### config.mk
export PLATFORM = sky130hd
export DESIGN_NAME = card_pair_matcher
export DESIGN_NICKNAME = d
export VERILOG_FILES = /design/src/rtl/card_pair_matcher.sv
export SDC_FILE = /design/constraint.sdc
export NUM_CORES = 1
export LEC_CHECK = 0
export ABC_AREA = 1
export ABC_CLOCK_PERIOD_IN_PS = 3160
export CORE_MARGIN = 10
export CORE_UTILIZATION = 55
export CTS_CLUSTER_DIAMETER = 150
export DETAILED_ROUTE_END_ITERATION = 10
export GPL_TIMING_DRIVEN = 1
export PLACE_DENSITY = 0.92
export SLEW_MARGIN = 25
export SYNTH_ARGS = -nofsm -noshare
export SYNTH_HDL_FRONTEND = slang
export SYNTH_SLANG_ARGS = --single-unit
### constraint.sdc
create_clock -name clk -period 3.16 [get_ports clk]
set_input_delay 0.632 -clock clk [delete_from_list [all_inputs] [get_ports clk]]
set_output_delay 0.632 -clock clk [all_outputs]
set_load 0.03 [all_outputs]
### src/rtl/card_pair_matcher.sv
// Card-pair game FSM: answers card-status queries, takes two clicks, shows both cards for SHOW_CYCLES, then removes or hides them.
// Resolution 2+SHOW_CYCLES edges after the second click; enable low freezes everything. Optional moves counter: CARD_PAIR_MATCHER_MOVES_EN.
module card_pair_matcher #(
   parameter int unsigned SHOW_CYCLES = 65_000_000
) (
   input  logic        clk,
   input  logic        rst_n,
   input  logic        enable,
   input  logic        new_game,
   input  logic        event_occurred,
   input  logic [3:0]  card_clicked_address,
   input  logic [3:0]  card_to_test_address,
   input  logic [35:0] card_values,
   output logic [1:0]  card_test_state,
   output logic [11:0] face_up,
   output logic [11:0] in_play,
   output logic [2:0]  pairs_found,
   output logic [7:0]  moves,
   output logic        match_pulse,
   output logic        mismatch_pulse,
   output logic        game_over
);

   typedef enum logic [2:0] {
      ST_FIRST, ST_SECOND, ST_COMPARE, ST_SHOW, ST_RESOLVE, ST_DONE
   } state_t;

   localparam int unsigned TW = 27;
   localparam logic [TW-1:0] TIMER_LOAD = TW'(SHOW_CYCLES - 1);

   state_t        state_q;
   logic [TW-1:0] timer_q;
   logic [11:0]   face_up_q;
   logic [11:0]   in_play_q;
   logic [11:0]   first_q;
   logic [11:0]   second_q;
   logic [2:0]    pairs_q;
   logic          match_q;
   logic          match_pulse_q;
   logic          mismatch_pulse_q;
   logic          game_over_q;

   logic          selectable_state;
   logic [11:0]   click_mask;
   logic [11:0]   query_mask;
   logic          evt_valid;
   logic [2:0]    id_first;
   logic [2:0]    id_second;
   logic [11:0]   pair_mask;

   assign selectable_state = (state_q == ST_FIRST) || (state_q == ST_SECOND);

   // Addresses are 1-based; out-of-range addresses map to an empty mask.
   assign click_mask = (card_clicked_address >= 4'd1 && card_clicked_address <= 4'd12)
                       ? (12'd1 << (card_clicked_address - 4'd1)) : 12'd0;
   assign query_mask = (card_to_test_address >= 4'd1 && card_to_test_address <= 4'd12)
                       ? (12'd1 << (card_to_test_address - 4'd1)) : 12'd0;

   assign evt_valid = event_occurred && selectable_state
                      && (|(click_mask & in_play_q & ~face_up_q));

   assign card_test_state = {|(query_mask & face_up_q),
                             (|(query_mask & in_play_q)) & selectable_state};

   always_comb begin
      id_first  = 3'd0;
      id_second = 3'd0;
      for (int k = 0; k < 12; k++) begin
         if (first_q[k])  id_first  = id_first  | card_values[3*k +: 3];
         if (second_q[k]) id_second = id_second | card_values[3*k +: 3];
      end
   end

   assign pair_mask = first_q | second_q;

   always_ff @(posedge clk or negedge rst_n) begin
      if (!rst_n) begin
         state_q          <= ST_FIRST;
         timer_q          <= '0;
         face_up_q        <= '0;
         in_play_q        <= 12'hFFF;
         first_q          <= '0;
         second_q         <= '0;
         pairs_q          <= '0;
         match_q          <= 1'b0;
         match_pulse_q    <= 1'b0;
         mismatch_pulse_q <= 1'b0;
         game_over_q      <= 1'b0;
      end else begin
         match_pulse_q    <= 1'b0;
         mismatch_pulse_q <= 1'b0;
         if (new_game) begin
            state_q     <= ST_FIRST;
            timer_q     <= '0;
            face_up_q   <= '0;
            in_play_q   <= 12'hFFF;
            first_q     <= '0;
            second_q    <= '0;
            pairs_q     <= '0;
            match_q     <= 1'b0;
            game_over_q <= 1'b0;
         end else if (enable) begin
            case (state_q)
               ST_FIRST: begin
                  if (evt_valid) begin
                     face_up_q <= face_up_q | click_mask;
                     first_q   <= click_mask;
                     state_q   <= ST_SECOND;
                  end
               end
               ST_SECOND: begin
                  if (evt_valid) begin
                     face_up_q <= face_up_q | click_mask;
                     second_q  <= click_mask;
                     state_q   <= ST_COMPARE;
                  end
               end
               ST_COMPARE: begin
                  match_q <= (id_first == id_second);
                  timer_q <= TIMER_LOAD;
                  state_q <= ST_SHOW;
               end
               ST_SHOW: begin
                  if (timer_q == '0) state_q <= ST_RESOLVE;
                  else               timer_q <= timer_q - 1'b1;
               end
               ST_RESOLVE: begin
                  face_up_q <= face_up_q & ~pair_mask;
                  if (match_q) begin
                     in_play_q     <= in_play_q & ~pair_mask;
                     pairs_q       <= pairs_q + 3'd1;
                     match_pulse_q <= 1'b1;
                     if (pairs_q == 3'd5) begin
                        state_q     <= ST_DONE;
                        game_over_q <= 1'b1;
                     end else begin
                        state_q <= ST_FIRST;
                     end
                  end else begin
                     mismatch_pulse_q <= 1'b1;
                     state_q          <= ST_FIRST;
                  end
               end
               ST_DONE: state_q <= ST_DONE;
               default: state_q <= ST_FIRST;
            endcase
         end
      end
   end

`ifdef CARD_PAIR_MATCHER_MOVES_EN
   logic [7:0] moves_q;

   always_ff @(posedge clk or negedge rst_n) begin
      if (!rst_n) begin
         moves_q <= '0;
      end else if (new_game) begin
         moves_q <= '0;
      end else if (enable && state_q == ST_COMPARE && moves_q != 8'hFF) begin
         moves_q <= moves_q + 8'd1;
      end
   end

   assign moves = moves_q;
`else
   assign moves = 8'd0;
`endif

   assign face_up        = face_up_q;
   assign in_play        = in_play_q;
   assign pairs_found    = pairs_q;
   assign match_pulse    = match_pulse_q;
   assign mismatch_pulse = mismatch_pulse_q;
   assign game_over      = game_over_q;

endmodule

==> metrics.md <==
| Metric | Value |
|---|---|
| Outcome | finished, final reports clean |
| Rows | 37 |
| CP max stage cell | clkdlybuf4s50_1 |
| Crit path largest cell delay | 0.55 ns |
| Initial cell density of the core | 0.560 |
| Worst-path maximum fanout | 6 |
| Syn Inst Count | about 900 |
| Critical path, cell by cell | clkdlybuf4s50_1 > inv_1 > nor2_1 > nand3_1 > nand4_1 > nor3_1 > nand2_1 > nand2_1 > inv_1 > buf_4 |
| PwrDens | ~530 nW/um2 |
| FMAX | between 300 and 400 MHz |
| Initial antenna violation count | 0 |
| I/O pin total | 89 |
| Filler Cell Count | between 900 and 1000 |
| Post-synth top area cell | dfrtp_1 |
| Slew Limit Fails | 0 |
| Internal | 0.00215 W |
| Post-CTS Setup Bufs | 0 |
| Hold WC Path Type | in2async |
| R2R Path End | timer_q[13]$_DFFE_PN0P_ |
| Core Region | roughly 10000 um2 |
| Sequential power share | 0.400 |
| Chip Width | ~120 um |
| GRT Util Overall | 0.254 |
| Synth warn | 0 |
| Final setup vio count | 0 |
| Initial DRC count | about 830 |
| Area of the multi-input gates | just over 3000 um2 |
| Worst-Margin Slew | ~0.7 ns |
| Switching portion of total power | 0.414 |
| Clock-pin slew on the worst setup and hold paths | 0.09 ns |
| Setup_tns | 0 ns |
| Routability cong. | around 1 |
| Worst Setup EP | card_test_state[0] |
| CTS resizes | 0 |
| Period utilization | 0.909 |
| Die area | around 15000 um2 |
| Post-CTS Hold Fix Bufs | 0 |
| DRC | 0 |
| Commonest non-fill, non-tap cell in the layout | nand2_1 |
| Fin crit period | 2.87 ns |
| Worst R2R Setup Slack | ~0.66 ns |
| Most frequent cells in the layout | nand2_1 (309), nor2_1 (109), inv_1 (94), nand3_1 (91), clkdlybuf4s50_1 (77) |
| Worst EP arrival | roughly 2.2 ns |
| Clk root buf | clkbuf_8 |
| Maximum VDD drop | 0.000465 V |
| Port bufs | 80 |
| Critical path class | in2out |
| RSZ-0062 raised after global routing | no |
| Fin Hold WS | about 0.27 ns |
| Synthesis-to-layout area growth | 20.1% |
| P_leak | 3.40 nW |
| Overflow after GRT | 0 |
| CTS Buf Count | 9 |
| Antenna Nets Post-Route | 0 |
| Max-Cap Viols | 0 |
| CP Depth | 10 |
| Post-synthesis cell area | approximately 5700 um2 |
| Combinational cell fraction of total power | 0.353 |
| Syn avg cell area | ~6.3 um2 |
| Yosys reg bits | 85 |
| Switch Pwr | about 0.0015 W |
| CTS tree | built |
| First-pass GRT wire length | approximately 30 mm |
| # diodes | 0 |
| DPL Wire Length | roughly 14 mm |
| Nets@finish | 1034 |
| Vias in the first global route | between 5000 and 6000 |
| Skew final | approximately 0.008 ns |
| Distinct cells, synth | 31 |
| Pre-Repair DR Iteration Count | 5 |
| FF-to-FF path depth | 10 |
| Share of cells above drive strength 1 | 0.0517 |
| RR Startpoint | timer_q[0]$_DFFE_PN0P_ |
| Synth top area cells | dfrtp_1 (32%), nand2_1 (20%), nand3_1 (8.0%) |
| CP required | approximately 2.5 ns |
| CP endpoint kind | output port |
| Clk pwr share | 0.247 |
| Top cell family by delay on the critical path | buffers and inverters |
| DR vias | about 6400 |
| Register area share after synthesis | 0.374 |
| H-tree Lvls | 3 |
| Die height | roughly 120 um |
| Crit path buf inv count | 4 |
| Via/cell ratio | roughly 5.7 |
| Average routed wire per standard cell | ~17 um |
| Clock sink count | 85 |
| Routed WL | approximately 19 mm |
| Clk buf depth | 2 |
| Storage element area | between 2000 and 2500 um2 |
| Pwr Total | about 0.0037 W |
| Final hold vios | 0 |
| Worst slew margin | 0.520 |
| Worst setup path start | card_to_test_address[2] |
| Pin count of the biggest net entering global routing | 81 |
| Post-synth top area share | 0.319 |
| Crit path launch type | primary input |
| Clk_lat worst skew | between 0.3 and 0.4 ns |
## per-layer routing
layer | vias up | part of all wire | track usage
met5 | - | 0 | 0
met3 | 62 | 0.11 | 0.0643
li1 | 3065 | - | -
met1 | 2878 | 0.40 | 0.322
met2 | 380 | 0.45 | 0.401
met4 | 0 | 0.037 | 0.110
## registers in the layout (all words and copies together), names as in the netlist, 3 cells and up
name and cells:
timer_q 27, face_up 12, first_q 12, in_play 12
second_q 12, pairs_found 3, state_q 3
## power groups by stage
stage	Clock [W]	Sequential [W]	Combinational, W
3_5_place_dp	0	0.00148	0.00127
3_3_place_gp	0	0.00148	0.00124
5_1_grt	0.000961	0.00149	0.00144
2_1_floorplan	0	0.00147	0.000831
6_report	0.000907	0.00147	0.00130
4_1_cts	0.000913	0.00146	0.00128
## synth_stat cells (all sizes together)
cell	count
conb	1
a21oi	29
o22ai	1
dfrtp	73
xor2	2
and3	1
inv	94
buf	20
nand2	310
nand3	92
o21bai	1
nor3	33
a31oi	17
nand4	17
o211ai	1
clkbuf	15
o2111ai	2
nor2	110
nand2b	2
nor4	2
ha	3
nand3b	5
or2	3
dfstp	12
o21ai	59
## worst min path at each step
stage / startpoint / to / cells past startpoint
2_1_floorplan: rst_n / face_up[0]$_DFFE_PN0P_ / 0
3_3_place_gp: timer_q[0]$_DFFE_PN0P_ / timer_q[0]$_DFFE_PN0P_ / 2
3_5_place_dp: game_over$_DFFE_PN0P_ / game_over$_DFFE_PN0P_ / 2
4_1_cts: rst_n / timer_q[23]$_DFFE_PN0P_ / 1
5_1_grt: rst_n / timer_q[20]$_DFFE_PN0P_ / 1
6_report: rst_n / timer_q[14]$_DFFE_PN0P_ / 1
## stage by stage
| stage | instances | cell area, um2 | utilization | setup WS [ns] |
|---|---|---|---|---|
| after floorplan | 912 | 5750 | - | 0.957 |
| after global placement | 1107 | 6640 | 0.649 | 0.315 |
| after detailed placement | 1107 | 6640 | 0.649 | 0.337 |
| after CTS | 1123 | 6870 | 0.672 | 0.301 |
| after global routing | 1123 | 6880 | 0.672 | 0.151 |
| final | 1123 | 6880 | 0.672 | 0.288 |
## cells by family after synthesis
kind of cell | Yosys count | synth area share
other | 1 | 0.000655
buffers and inverters | 129 | 0.0933
and+or+nand+nor | 575 | 0.420
DFF | 85 | 0.374
xor gates and xnor gates | 2 | 0.00306
AOI/OAI and AO/OA | 110 | 0.102
adders and majority gates | 3 | 0.00656
## layout make-up
type | count | area share
Inverter | 94 | 0.0513
Sequential cell | 85 | 0.311
Tap cell | 136 | 0.0247
Timing Repair Buffer | 94 | 0.131
Clock buffer | 10 | 0.0200
Multi-Input combinational cell | 698 | 0.447
Clock inverter | 6 | 0.0138
(Power assumes the default switching activity.)
